### src/rtl/gtx_rx.sv
// Receive framer: hunts the periodic comma, fixes a one-byte lane offset, qualifies lock and emits payload.
// Latency 2 clk from data_i to data_o/valid_o; no backpressure, the RX stream is consumed every cycle.
module gtx_rx #(
    parameter logic [15:0] COMMA    = 16'hbcbc,
    parameter int          PERIOD   = 16,
    parameter int          LOCK_CNT = 3,
    parameter int          LOSS_CNT = 2
) (
    input  logic        clk_i,
    input  logic        rst_n_i,
    input  logic [1:0]  ctrl_i,
    input  logic [15:0] data_i,
    output logic [15:0] data_o,
    output logic        valid_o,
    output logic        sync_o,
    output logic        err_o
);

    localparam int SW = $clog2(PERIOD);
    localparam int GW = $clog2(LOCK_CNT + 1);
    localparam int MW = $clog2(LOSS_CNT + 1);

    typedef struct packed {
        logic [1:0]  ctrl;
        logic [15:0] dat;
    } rx_word_t;

    typedef enum logic [1:0] {HUNT, CHECK, LOCKED} state_t;

    rx_word_t        r_cur;
    logic [7:0]      r_prv_hi;
    logic            r_prv_hi_k;
    logic            r_offset;
    state_t          r_state;
    logic [SW-1:0]   r_slot;
    logic [GW-1:0]   r_good;
    logic [MW-1:0]   r_miss;
    logic [15:0]     r_dat;
    logic            r_vld;
    logic            r_err;

    rx_word_t        w_algn;
    logic            w_acomma;
    logic            w_scomma;
    logic            w_rcomma;
    logic            w_slot0;
    logic [SW-1:0]   w_slot_inc;
    state_t          w_state_nxt;
    logic            w_offset_nxt;
    logic [SW-1:0]   w_slot_nxt;
    logic [GW-1:0]   w_good_nxt;
    logic [MW-1:0]   w_miss_nxt;
    logic            w_vld_nxt;
    logic            w_err_nxt;

    always_ff @(posedge clk_i or negedge rst_n_i) begin
        if (!rst_n_i) begin
            r_cur      <= '0;
            r_prv_hi   <= '0;
            r_prv_hi_k <= 1'b0;
        end else begin
            r_cur      <= '{ctrl: ctrl_i, dat: data_i};
            r_prv_hi   <= r_cur.dat[15:8];
            r_prv_hi_k <= r_cur.ctrl[1];
        end
    end

    // With offset=1 the word straddles cur and prv: prv's upper byte came first on the wire.
    always_comb begin
        w_algn = r_cur;
        if (r_offset) begin
            w_algn.ctrl = {r_cur.ctrl[0], r_prv_hi_k};
            w_algn.dat  = {r_cur.dat[7:0], r_prv_hi};
        end
    end

    assign w_acomma   = (w_algn.ctrl == 2'b11) && (w_algn.dat == COMMA);
    assign w_scomma   = (r_cur.ctrl == 2'b10) && (r_cur.dat[15:8] == COMMA[15:8]);
    assign w_rcomma   = (r_cur.ctrl == 2'b11) && (r_cur.dat == COMMA);
    assign w_slot0    = (r_slot == '0);
    assign w_slot_inc = (r_slot == SW'(PERIOD - 1)) ? '0 : r_slot + SW'(1);

    always_comb begin
        w_state_nxt  = r_state;
        w_offset_nxt = r_offset;
        w_slot_nxt   = w_slot_inc;
        w_good_nxt   = r_good;
        w_miss_nxt   = r_miss;
        w_vld_nxt    = 1'b0;
        w_err_nxt    = 1'b0;
        case (r_state)
            HUNT: begin
                w_good_nxt = '0;
                w_miss_nxt = '0;
                if (w_acomma) begin
                    w_state_nxt = CHECK;
                    w_good_nxt  = GW'(1);
                    w_slot_nxt  = SW'(1);
                end else if (!r_offset && w_scomma) begin
                    w_offset_nxt = 1'b1;
                end else if (r_offset && w_rcomma) begin
                    // A stale offset would otherwise hide an aligned stream forever.
                    w_offset_nxt = 1'b0;
                end
            end
            CHECK: begin
                if (w_slot0) begin
                    if (w_acomma) begin
                        if (r_good == GW'(LOCK_CNT - 1)) begin
                            w_state_nxt = LOCKED;
                            w_miss_nxt  = '0;
                        end
                        w_good_nxt = r_good + GW'(1);
                    end else begin
                        w_state_nxt = HUNT;
                        w_good_nxt  = '0;
                    end
                end else if (w_acomma) begin
                    w_slot_nxt = SW'(1);
                    w_good_nxt = GW'(1);
                end else if (w_algn.ctrl != 2'b00) begin
                    w_err_nxt = 1'b1;
                end
            end
            LOCKED: begin
                if (w_slot0) begin
                    if (w_acomma) begin
                        w_miss_nxt = '0;
                    end else begin
                        w_err_nxt = 1'b1;
                        if (r_miss == MW'(LOSS_CNT - 1)) begin
                            w_state_nxt = HUNT;
                            w_miss_nxt  = '0;
                            w_good_nxt  = '0;
                        end else begin
                            w_miss_nxt = r_miss + MW'(1);
                        end
                    end
                end else if (w_algn.ctrl != 2'b00) begin
                    w_err_nxt = 1'b1;
                end else begin
                    w_vld_nxt = 1'b1;
                end
            end
            default: begin
                w_state_nxt = HUNT;
            end
        endcase
    end

    always_ff @(posedge clk_i or negedge rst_n_i) begin
        if (!rst_n_i) begin
            r_state  <= HUNT;
            r_offset <= 1'b0;
            r_slot   <= '0;
            r_good   <= '0;
            r_miss   <= '0;
            r_dat    <= '0;
            r_vld    <= 1'b0;
            r_err    <= 1'b0;
        end else begin
            r_state  <= w_state_nxt;
            r_offset <= w_offset_nxt;
            r_slot   <= w_slot_nxt;
            r_good   <= w_good_nxt;
            r_miss   <= w_miss_nxt;
            r_vld    <= w_vld_nxt;
            r_err    <= w_err_nxt;
            if (w_vld_nxt) begin
                r_dat <= w_algn.dat;
            end
        end
    end

    assign data_o  = r_dat;
    assign valid_o = r_vld;
    assign err_o   = r_err;
    assign sync_o  = (r_state == LOCKED);

endmodule

### config.mk
export PLATFORM = sky130hd
export DESIGN_NAME = gtx_rx
export DESIGN_NICKNAME = d
export VERILOG_FILES = /design/src/rtl/gtx_rx.sv
export SDC_FILE = /design/constraint.sdc
export NUM_CORES = 1
export LEC_CHECK = 0
export ABC_AREA = 1
export BUFFER_PORTS_ARGS = -buffer_cell sky130_fd_sc_hd__buf_2
export CORE_MARGIN = 3
export CORE_UTILIZATION = 45
export DETAILED_ROUTE_END_ITERATION = 8
export PLACE_DENSITY = 0.65
export SETUP_SLACK_MARGIN = 0.02
export SLEW_MARGIN = 20
export SYNTH_ARGS = -nofsm -noshare
export SYNTH_HDL_FRONTEND = slang
export SYNTH_SLANG_ARGS = --single-unit
export TNS_END_PERCENT = 5
### constraint.sdc
create_clock -name clk_i -period 2.14 [get_ports clk_i]
set_clock_uncertainty 0.1 [all_clocks]
set_input_delay 0.321 -clock clk_i [delete_from_list [all_inputs] [get_ports clk_i]]
set_output_delay 0.321 -clock clk_i [all_outputs]
set_load 0.02 [all_outputs]
==> metrics.md <==
| Metric | Value |
|---|---|
| Clk root buf | clkbuf_8 |
| Number of flops mapped to enable cells by yosys | 0 |
| Post-Synthesis Cell Area | 0.00271 mm^2 |
| FF-to-FF Start | r_offset$_DFFE_PN0P_ |
| Syn-to-layout area delta | 18.3% |
| Hold Violations, Final | 0 |
| Leakage | roughly 1.7 nW |
| Status | completed |
| Synth Flop Type | dfrtp_1 |
| Crit path launch type | flip-flop |
| Post-synth cell types | 29 |
| Placed Area | 0.00299 mm^2 |
| Overall routing resource usage | 16.5% |
| DIE WIDTH | between 80 and 90 um |
| Worst path buffer plus inverter count | 2 |
| Full die area | 0.00699 mm^2 |
| Design area | about 0.0032 mm^2 |
| CP most frequent cell | nand2_1 |
| Pre-CTS setup slack | between 100 and 150 ps |
| Setup TNS | 0 ps |
| R2R cell count | 12 |
| Unrepaired setup endpoints after global routing | true |
| Share of cells above drive strength 1 | between 20% and 30% |
| CP required | 2250 ps |
| Fin crit share | between 90 and 100% |
| Seq cells post-synth | 56 |
| IO Pins | 39 |
| CTS Buf Count | 5 |
| Core footprint | approximately 0.0057 mm^2 |
| Initial antenna violation count | 0 |
| Number of port buffers | 38 |
| H-tree depth | 2 |
| DIE HEIGHT | between 80 and 90 um |
| Worst hold path startpoint | data_i[13] |
| Via count of the first global-routing pass | 2003 |
| CTS tree | yes |
| Post-Synthesis Cells | around 330 |
| Max clock buf depth | 2 |
| Fraction of registers with async set/reset | 100% |
| DR vias/cell | around 4.9 |
| Most frequent cells in the layout | nand2_1 (105), dfrtp_1 (56), inv_1 (38), buf_2 (38), nor2_1 (26) |
| Synth warnings | 0 |
| Slew Limit Fails | 0 |
| Final GP Congestion | a little over 0.9 |
| Largest fanout on the critical path | 22 |
| Hold Path Sink | r_cur[13]$_DFF_PN0_ |
| Remaining DRCs | 0 |
| Slew margin rel. | between 60 and 70% |
| Starting DRT DRC Count | 151 |
| Worst VDD drop | 332 uV |
| WL/cell | 12.4 um |
| Worst Hold Class | input pin to flip-flop |
| Routed wire length | 5640 um |
| R2R Path End | r_state[1]$_DFFE_PN0P_ |
| Initial Utilization | approximately 48% |
| First-pass GRT wire length | ~9400 um |
| Reg2reg setup slack | 150 ps |
| DR vias | 2244 |
| CTS clk-pin slew, worst paths | around 100 ps |
| Pwr per Cell Area | a little under 700 mW/mm^2 |
| Peak Freq | 503 MHz |
| Total grt overflow | 0 |
| Syn_nets | roughly 350 |
| Postcts setup bufs | 0 |
| Max-cap violations | 0 |
| Critical path class | flip-flop to flip-flop |
| Max incr delay on CP | around 450 ps |
| Antenna Nets Post-Route | 0 |
| Ordered cell list for the critical path | inv_4 > nand2_1 > nand2_1 > nand2_1 > inv_1 > nand3_1 > nor2_2 > nand2_4 > a21oi_4 > nand3_1 > nand2_1 > nand2_1 |
| Mean Syn Cell Area | slightly above 8 um^2 |
| Seq/Total Area, Yosys | about half |
| Slowest cell on crit path | dfrtp_1 |
| Row count | 27 |
| Slew @ Worst Pin | between 500 and 600 ps |
| Largest delay share family, worst path | simple AND/OR/NAND/NOR gates |
| Finished Core Util | 56.5% |
| Min Tclk post-route | slightly below 2000 ps |
| Hold Path Stages | 1 |
| Largest net degree at the start of global routing | 35 |
| Worst Setup End Kind | flip-flop |
| WP data arrival | 2090 ps |
| Number of inserted diodes | 0 |
| Final worst slack | around 150 ps |
| Skew-Pair Late Insertion Delay | between 300 and 400 ps |
| # setup viols final | 0 |
| Nets | approximately 400 |
| Clk sinks | 56 |
| Commonest non-fill, non-tap cell in the layout | nand2_1 |
| HPWL after DPL | about 4300 um |
| First-pass DRT Iterations | 4 |
[worst register-to-register path: cells and delay by family, from the launching register on]
kind                   cells  cell delay [ps]
AND/OR/NAND/NOR            9              920
flip-flops                 1              450
buffers and inverters      2              260
AO/OA/AOI/OAI              1              160
[where the power goes]
part / leakage [nW] / switching (W) / internal, W
sequential: 0.713 / 0.0000365 / 0.00111
combinational: 0.957 / 0.000318 / 0.000200
clock: 0.0414 / 0.000335 / 0.000234
[cell families (layout without fill, tap and decap cells)]
family / Yosys count / in the layout / synth area share (%)
and+or+nand+nor: 181 / 181 / 29.8
adders and majority gates: 6 / 6 / 2.77
AOI/OAI and AO/OA: 36 / 36 / 7.76
DFF: 56 / 56 / 51.7
buffers and inverters: 48 / 103 / 7.94
[worst max path at each step]
stage                               startpoint                endpoint  slack, ps  cells after the start
after floorplan           r_offset$_DFFE_PN0P_  r_state[0]$_DFFE_PN0P_        350                     12
after global placement    r_offset$_DFFE_PN0P_  r_state[0]$_DFFE_PN0P_        180                     12
after detailed placement  r_offset$_DFFE_PN0P_  r_state[1]$_DFFE_PN0P_        110                     12
after CTS                 r_offset$_DFFE_PN0P_  r_state[1]$_DFFE_PN0P_        100                     12
after global routing      r_offset$_DFFE_PN0P_  r_state[0]$_DFFE_PN0P_         -2                     12
final                     r_offset$_DFFE_PN0P_  r_state[1]$_DFFE_PN0P_        150                     12
[sequential cells by signal, summed over array words and instances (netlist names)]
register	cells
valid_o	1
r_slot	4
err_o	1
r_prv_hi	8
r_good	2
data_o	16
r_cur	18
r_miss	2
r_offset	1
r_prv_hi_k	1
r_state	2
[final cells by class]
type | instances | area [um^2]
clock buffers | 6 | 72.6
clock inverters | 2 | 16.3
fillers | 516 | 2470
inverters | 40 | 153
multi-input cells | 223 | 1100
flip-flops and latches | 56 | 1400
well taps | 72 | 90.1
repair buffers | 55 | 373
[cells in the mapped netlist, types with 2 or more instances]
master / n / share of area [%]
nand4_1: 6 / 1.4
nand3_1: 17 / 3.1
o21ai_2: 3 / 0.97
nor2_2: 2 / 0.46
nor2_1: 27 / 3.7
ha_1: 6 / 2.8
o21ai_0: 22 / 4.1
inv_1: 38 / 5.3
nand2_4: 3 / 1.2
a31oi_1: 4 / 0.92
clkbuf_1: 3 / 0.42
nand2_1: 105 / 15
nand2_2: 11 / 2.5
dfrtp_1: 56 / 52
o21ai_1: 4 / 0.74
nor2_4: 2 / 0.83
nor3_1: 4 / 0.74
buf_6: 3 / 1.2
[per-stage QoR]
step | hold slack [ps] | instances | power [W]
global route | 0.0240 | 454 | 0.00238
floorplan | -74.6 | 327 | 0.00153
finish | 13.0 | 454 | 0.00223
CTS | 1.66 | 443 | 0.00223
detailed placement | 229 | 434 | 0.00167
global placement | 236 | 434 | 0.00165
[what timing repair did]
action,in CTS,in global routing
setup endpoints to repair,0,13
resized for setup,0,5
hold endpoints to repair,22,11
hold buffers,1,11
[layer usage]
metal  GRT usage (%)  part of all wire, %  up-vias
met4            4.53                 0.96        0
met2            25.0                   45       62
met1            24.1                   48     1045
li1                -                    -     1131
met5               0                    0        -
met3            3.16                  5.9        6
Power figures use the tool's default switching activity.
